==> config.mk <==
export PLATFORM = sky130hd
export DESIGN_NAME = branch_ctrl
export DESIGN_NICKNAME = d
export VERILOG_FILES = /design/src/rtl/branch_ctrl.sv
export SDC_FILE = /design/constraint.sdc
export NUM_CORES = 1
export LEC_CHECK = 0
export ABC_AREA = 1
export CAP_MARGIN = 20
export CELL_PAD_IN_SITES_DETAIL_PLACEMENT = 1
export CELL_PAD_IN_SITES_GLOBAL_PLACEMENT = 1
export CORE_MARGIN = 5
export CORE_UTILIZATION = 29
export DETAILED_ROUTE_END_ITERATION = 8
export GPL_ROUTABILITY_DRIVEN = 0
export GPL_TIMING_DRIVEN = 0
export PLACE_DENSITY_LB_ADDON = 0.1
export SLEW_MARGIN = 20
export SYNTH_ARGS = -nofsm -noshare
export SYNTH_HDL_FRONTEND = slang
export SYNTH_SLANG_ARGS = --single-unit
export TNS_END_PERCENT = 10
==> constraint.sdc <==
create_clock -name clk -period 2.6 [get_ports clk]
set_clock_uncertainty 0.2 [all_clocks]
set_input_delay 0.52 -clock clk [delete_from_list [all_inputs] [get_ports clk]]
set_output_delay 0.52 -clock clk [all_outputs]
set_load 0.01 [all_outputs]
==> src/rtl/branch_ctrl.sv <==
`default_nettype none
// ============================================================================
// Module   : branch_ctrl
// Purpose  : ID-stage branch resolution controller. Detects data hazards on
//            the comparer operands, inserts stall cycles, selects EX/MEM
//            forwarding for the comparer, and issues a one-cycle registered
//            PC redirect with IF/ID flush for taken beq/bne.
// Options  : BRANCH_CTRL_STATS_EN adds saturating taken/stall counters.
// Revision : 1.0 - initial release
// ============================================================================
module branch_ctrl #(
  parameter int BUS_SIZE = 10
) (
  input  logic                clk,
  input  logic                rst_n,
  input  logic                id_beq,
  input  logic                id_bne,
  input  logic [4:0]          id_rs,
  input  logic [4:0]          id_rt,
  input  logic [BUS_SIZE-1:0] id_target,
  input  logic                cmp_eq,
  input  logic                ex_regwrite,
  input  logic                ex_memread,
  input  logic [4:0]          ex_rd,
  input  logic                mem_regwrite,
  input  logic                mem_memread,
  input  logic [4:0]          mem_rd,
  output logic                stall,
  output logic                flush_if,
  output logic                pc_src,
  output logic [BUS_SIZE-1:0] pc_target,
  output logic                fwd_a,
  output logic                fwd_b
`ifdef BRANCH_CTRL_STATS_EN
  ,
  output logic [15:0]         taken_cnt,
  output logic [15:0]         stall_cnt
`endif
);

  typedef enum logic [1:0] {
    IDLE    = 2'd0,
    WAIT2   = 2'd1,
    WAIT1   = 2'd2,
    RESOLVE = 2'd3
  } state_t;

  state_t                state_q, state_d;
  logic                  pc_src_q, pc_src_d;
  logic                  flush_q, flush_d;
  logic [BUS_SIZE-1:0]   target_q, target_d;

  logic is_branch;
  logic taken;
  logic resolve;
  logic redirect;
  logic ex_hit_a, ex_hit_b, mem_hit_a, mem_hit_b;
  logic ex_load_hit, one_cycle_hit;

  // Register 0 is hard-wired, so it can never be a hazard source.
  assign ex_hit_a  = ex_regwrite  && (ex_rd  == id_rs) && (id_rs != 5'd0);
  assign ex_hit_b  = ex_regwrite  && (ex_rd  == id_rt) && (id_rt != 5'd0);
  assign mem_hit_a = mem_regwrite && (mem_rd == id_rs) && (id_rs != 5'd0);
  assign mem_hit_b = mem_regwrite && (mem_rd == id_rt) && (id_rt != 5'd0);

  // A load in EX needs two extra cycles; an ALU op in EX or a load in MEM
  // needs one. An ALU result already in MEM is forwarded instead.
  assign ex_load_hit   = (ex_hit_a || ex_hit_b) && ex_memread;
  assign one_cycle_hit = ((ex_hit_a || ex_hit_b) && !ex_memread) ||
                         ((mem_hit_a || mem_hit_b) && mem_memread);

  assign fwd_a = mem_hit_a && !mem_memread;
  assign fwd_b = mem_hit_b && !mem_memread;

  assign is_branch = id_beq || id_bne;
  assign taken     = (id_beq && cmp_eq) || (id_bne && !cmp_eq);
  assign redirect  = resolve && taken;

  // Stall is decoded straight from the state register so it is glitch-free
  // and drops immediately when reset is asserted.
  assign stall = (state_q == WAIT2) || (state_q == WAIT1);

  assign pc_src    = pc_src_q;
  assign flush_if  = flush_q;
  assign pc_target = target_q;

  // Next-state and resolve decision.
  always_comb begin
    state_d = state_q;
    resolve = 1'b0;
    case (state_q)
      IDLE: begin
        if (is_branch) begin
          if (ex_load_hit) begin
            state_d = WAIT2;
          end else if (one_cycle_hit) begin
            state_d = WAIT1;
          end else begin
            resolve = 1'b1;
          end
        end
      end
      WAIT2:   state_d = is_branch ? WAIT1 : IDLE;
      WAIT1:   state_d = is_branch ? RESOLVE : IDLE;
      RESOLVE: begin
        state_d = IDLE;
        resolve = 1'b1;
      end
      default: state_d = IDLE;
    endcase
  end

  // Redirect outputs: pulse for one cycle after a taken resolve.
  always_comb begin
    pc_src_d = redirect;
    flush_d  = redirect;
    target_d = redirect ? id_target : target_q;
  end

  // State and redirect registers.
  always_ff @(posedge clk or negedge rst_n) begin
    if (!rst_n) begin
      state_q  <= IDLE;
      pc_src_q <= 1'b0;
      flush_q  <= 1'b0;
      target_q <= '0;
    end else begin
      state_q  <= state_d;
      pc_src_q <= pc_src_d;
      flush_q  <= flush_d;
      target_q <= target_d;
    end
  end

`ifdef BRANCH_CTRL_STATS_EN
  logic [15:0] taken_cnt_q, taken_cnt_d;
  logic [15:0] stall_cnt_q, stall_cnt_d;

  // Saturating counter increments.
  always_comb begin
    taken_cnt_d = taken_cnt_q;
    stall_cnt_d = stall_cnt_q;
    if (redirect && (taken_cnt_q != 16'hFFFF)) begin
      taken_cnt_d = taken_cnt_q + 16'd1;
    end
    if (stall && (stall_cnt_q != 16'hFFFF)) begin
      stall_cnt_d = stall_cnt_q + 16'd1;
    end
  end

  // Counter registers.
  always_ff @(posedge clk or negedge rst_n) begin
    if (!rst_n) begin
      taken_cnt_q <= 16'd0;
      stall_cnt_q <= 16'd0;
    end else begin
      taken_cnt_q <= taken_cnt_d;
      stall_cnt_q <= stall_cnt_d;
    end
  end

  assign taken_cnt = taken_cnt_q;
  assign stall_cnt = stall_cnt_q;
`else
`endif

endmodule
`default_nettype wire

==> results of run 1 <==
[path summary, 6_finish.rpt]
| kind | end | cells after the start |
|---|---|---|
| max in group asynchronous | pc_target[0] | 1 |
| min in group asynchronous | pc_target[7] | 1 |
| min | pc_target[2] | 2 |
| max reg2reg | pc_target[1] | 6 |
| min reg2reg | pc_target[2] | 2 |
| max | fwd_a | 8 |
[layer usage]
layer	vias up	routed length, um	track usage (%)
li1	597	-	-
met1	554	1440	16.8
met2	33	1700	23.3
met3	2	172	2.66
met4	0	17	2.51
met5	-	0	0
[per-stage QoR]
stage / std cells / setup WS, ps / instance area (um2) / utilization [%]
after detailed placement: 261 / -282 / 1680 / 46.0
after CTS: 265 / 10.8 / 1730 / 47.2
final: 265 / 135 / 1720 / 47.1
after global routing: 265 / 24.5 / 1720 / 47.1
after global placement: 261 / -256 / 1680 / 46.0
after floorplan: 160 / 767 / 1090 / -
[cell families (layout without fill, tap and decap cells)]
family	after synthesis	after routing	share of synthesized area (%)
adders and majority gates	5	5	5.73
DFF	13	13	29.8
and+or+nand+nor	100	100	40.9
AOI/OAI and AO/OA	6	6	4.12
buffers and inverters	25	82	10.7
xor gates and xnor gates	11	11	8.82
[worst register-to-register path, delay by kind of cell (launching register included)]
kind | cells | cell delay, ps
and+or+nand+nor | 2 | 180
AOI/OAI and AO/OA | 1 | 240
buffers and inverters | 2 | 360
DFF | 1 | 390
adders and majority gates | 1 | 360
[area by class of cell]
| cell class | count | share of cell area, % |
|---|---|---|
| Buffer | 4 | 2.18 |
| Clock buffer | 4 | 2.61 |
| Sequential cell | 13 | 18.9 |
| Inverter | 21 | 4.58 |
| Multi-Input combinational cell | 122 | 37.8 |
| Timing Repair Buffer | 53 | 30.5 |
| Tap cell | 48 | 3.49 |
[cell usage after synthesis]
| cell | count | area share (%) |
|---|---|---|
| sky130_fd_sc_hd__inv_1 | 17 | 5.8 |
| sky130_fd_sc_hd__xor2_1 | 2 | 1.6 |
| sky130_fd_sc_hd__nand2_1 | 56 | 19 |
| sky130_fd_sc_hd__nand2_2 | 8 | 4.6 |
| sky130_fd_sc_hd__buf_4 | 1 | 0.69 |
| sky130_fd_sc_hd__ha_1 | 5 | 5.7 |
| sky130_fd_sc_hd__dfrtp_1 | 13 | 30 |
| sky130_fd_sc_hd__xnor2_1 | 9 | 7.2 |
| sky130_fd_sc_hd__buf_6 | 2 | 2.1 |
| sky130_fd_sc_hd__nand4_1 | 1 | 0.57 |
| sky130_fd_sc_hd__o21ai_1 | 2 | 0.92 |
| sky130_fd_sc_hd__nand3_1 | 16 | 7.3 |
| sky130_fd_sc_hd__o21ai_0 | 1 | 0.46 |
| sky130_fd_sc_hd__a21oi_1 | 2 | 0.92 |
| sky130_fd_sc_hd__inv_2 | 4 | 1.4 |
| sky130_fd_sc_hd__nor2_1 | 12 | 4.1 |
| sky130_fd_sc_hd__clkbuf_4 | 1 | 0.69 |
| sky130_fd_sc_hd__or2_1 | 2 | 1.1 |
| sky130_fd_sc_hd__nand4_2 | 1 | 1.1 |
| sky130_fd_sc_hd__nor2_2 | 2 | 1.1 |
| sky130_fd_sc_hd__a211oi_4 | 1 | 1.8 |
| sky130_fd_sc_hd__nor2_4 | 1 | 1.0 |
| sky130_fd_sc_hd__or2_0 | 1 | 0.57 |
[cells in the final DEF, fill, tap and decap left out, types with 2 or more instances in the layout]
| cell | Yosys | final |
|---|---|---|
| sky130_fd_sc_hd__a21oi_1 | 2 | 2 |
| sky130_fd_sc_hd__nor2_2 | 2 | 2 |
| sky130_fd_sc_hd__clkbuf_2 | 0 | 2 |
| sky130_fd_sc_hd__clkdlybuf4s50_1 | 0 | 49 |
| sky130_fd_sc_hd__or2_1 | 2 | 2 |
| sky130_fd_sc_hd__inv_1 | 17 | 17 |
| sky130_fd_sc_hd__nor2_1 | 12 | 12 |
| sky130_fd_sc_hd__xor2_1 | 2 | 2 |
| sky130_fd_sc_hd__ha_1 | 5 | 5 |
| sky130_fd_sc_hd__nand2_2 | 8 | 8 |
| sky130_fd_sc_hd__dfrtp_1 | 13 | 13 |
| sky130_fd_sc_hd__inv_2 | 4 | 4 |
| sky130_fd_sc_hd__buf_6 | 2 | 2 |
| sky130_fd_sc_hd__o21ai_1 | 2 | 2 |
| sky130_fd_sc_hd__dlymetal6s2s_1 | 0 | 2 |
| sky130_fd_sc_hd__clkbuf_8 | 0 | 3 |
| sky130_fd_sc_hd__nand3_1 | 16 | 16 |
| sky130_fd_sc_hd__nand2_1 | 56 | 56 |
| sky130_fd_sc_hd__xnor2_1 | 9 | 9 |
[sequential cells by signal, summed over array words and instances, names as in the netlist]
name,count
pc_target,10
flush_if,1
state_q,2
[power by group through the flow]
stage                     registers, W  logic (W)  clock network (W)
after floorplan               0.000385   0.000376                  0
after global placement        0.000351   0.000735                  0
after detailed placement      0.000355   0.000771                  0
after CTS                     0.000352   0.000774           0.000183
after global routing          0.000363   0.000836           0.000197
final                         0.000351   0.000755           0.000176
==> reports/results.md, run 1 <==
| Step | Result | This run |
|:---|:---|:---|
| yosys | Post-synthesis sequential element count | 13 |
| cts | Clock-pin transition on the worst setup and hold timing paths | 50 ps |
| drt | Number of DRC violations after detailed routing | 0 |
| sta | Worst rel slew slack | 59.3% |
| critical path | WS Path Type | primary input to output port |
| cts | H-tree lvl count | 1 |
| layout | Number of fill cells | 492 |
| global route | Pin count of the biggest net entering global routing | 14 |
| floorplanning | Initial core utilization | 29.8% |
| floorplanning | Height of the die | 71.4 um |
| floorplanning | CORE AREA | 3660 um2 |
| floorplanning | Num rows | 22 |
| critical path | Reg-to-Reg Start | state_q[0] |
| cts | Bufs on Longest Clock Path | 2 |
| power and ir drop | P_sw | 0.000489 W |
| run | Number of max-capacitance violations reported | 0 |
| critical path | Slowest stage cell on the critical path | sky130_fd_sc_hd__clkdlybuf4s50_1 |
| critical path | Stage delay of the slowest cell on the critical path | 500 ps |
| power and ir drop | Pleak | 0.862 nW |
| power and ir drop | Clk pwr share | 13.7% |
| sta | Worst Max-Slew Pin Slew | 608 ps |
| critical path | Kind of cell adding the most delay to the critical path | buffers and inverters |
| layout | Inserted Diodes | 0 |
| global route | First-pass GRT wire length | 5.60 mm |
| cts | Hold buffer count at CTS | 0 |
| power and ir drop | Maximum vdd ir drop | 424 uV |
| layout | Share of final-layout standard cells stronger than drive strength 1 | 12.0% |
| critical path | Crit. End Element | output port |
| power and ir drop | Combinational share of power | 58.9% |
| global route | Number of global-route vias before repair | 1,237 |
| yosys | Combined area of all synthesized cells | 1090 um2 |
| sta | Setup repair after global routing missed its margin | false |
| layout | Area Growth Syn to Fin | 57.7% |
| cts | Post-CTS setup buffer count | 0 |
| sta | Max Freq | 406 MHz |
| global route | GRT Overall Usage | 13.2% |
| drt | Number of violations reported at the end of detailed-routing iteration 0 | 38 |
| place | HPWL after detailed placement | 2.92 mm |
| place | IO buf count | 53 |
| floorplanning | Area of the die | 5090 um2 |
| layout | Number of nets at the end of the flow | 262 |
| sta | Post-route worst hold slack | 265 ps |
| yosys | Netlist cell types | 23 |
| drt | Final antenna-violating net count | 0 |
| sta | Hold Vio Cnt, Final | 0 |
| global route | Total congestion overflow after global routing | 0 |
| critical path | Worst endpoint required time | 1880 ps |
| cts | Quantity of gates resized following cts | 4 |
| yosys | Fraction of the yosys area taken by sequential cells | 29.8% |
| sta | Max Transition Viols Final | 0 |
| drt | Total Wirelength | 3.33 mm |
| drt | Via count | 1,186 |
| run status | Result of the run | complete, no violations |
| cts | TritonCTS clock tree | built |
| layout | FF+latch area | 325 um2 |
| sta | Final critical-path required period | 2470 ps |
| min path | Classification of the worst-slack hold path | flip-flop to flip-flop |
| yosys | Synthesized netlist net count | 204 |
| drt | Routed length per instance | 12.6 um |
| critical path | Critical path cell sequence | clkdlybuf4s50_1 -> inv_1 -> a21oi_1 -> nand2_1 -> nor2_1 -> nand2_1 -> nor2_1 -> clkbuf_2 |
| floorplanning | Number of top-level design ports | 54 |
| critical path | Critical Path Source Type | primary input |
| critical path | Arrival time worst endpoint | 1750 ps |
| critical path | Buffers & Inverters on Critical Path | 3 |
| critical path | Critical Path Fanout Max | 3 |
| power and ir drop | Switching power as a share of total power | 38.1% |
| cts | Clk sinks | 13 |
| drt | Ratio of routed vias to standard cells | 4.48 |
| sta | Sum of negative setup slack | 0 ps |
| yosys | Number of synthesis warnings | 0 |
| layout | Area used by multi-input combinational logic | 651 um2 |
| min path | Source of the worst hold timing path | pc_target[2] |
| cts | Clock buffer count from CTS | 3 |
| power and ir drop | Seq pwr share | 27.4% |
| yosys | Gate count after technology mapping | 160 |
| floorplanning | Die X | 71.4 um |
| power and ir drop | Power per Cell Area | 745 nW/um2 |
| critical path | CP Launch Point | mem_rd[0] |
| yosys | Average cell area after synthesis | 6.83 um2 |
| cts | CTS Root Cell | sky130_fd_sc_hd__clkbuf_8 |
| critical path | Worst R2R Setup Slack | 820 ps |
| power and ir drop | Internal portion of total power | 0.000794 W |
| power and ir drop | Total power consumption of the routed design | 0.00128 W |
| sta | Final worst path period share | 94.8% |
| sta | Setup violation total in the final timing report | 0 |
| cts | Clock insertion delay at the later pin of the skew report | 230 ps |
| global route | Antenna violations before repair | 0 |
| drt | DRT Pass-1 Iters | 4 |
(Power assumes the default switching activity.)
==> run 2: changes to the inputs <==
- ABC_CLOCK_PERIOD_IN_PS: default -> 2600
==> results of run 2 <==
No change in the layout: final DEF, timing and power equal those of run 1.
==> run 3: changes to the inputs <==
- CTS_CLUSTER_DIAMETER: default -> 200
==> results of run 3 <==
No change in the layout: final DEF, timing and power equal those of run 1.
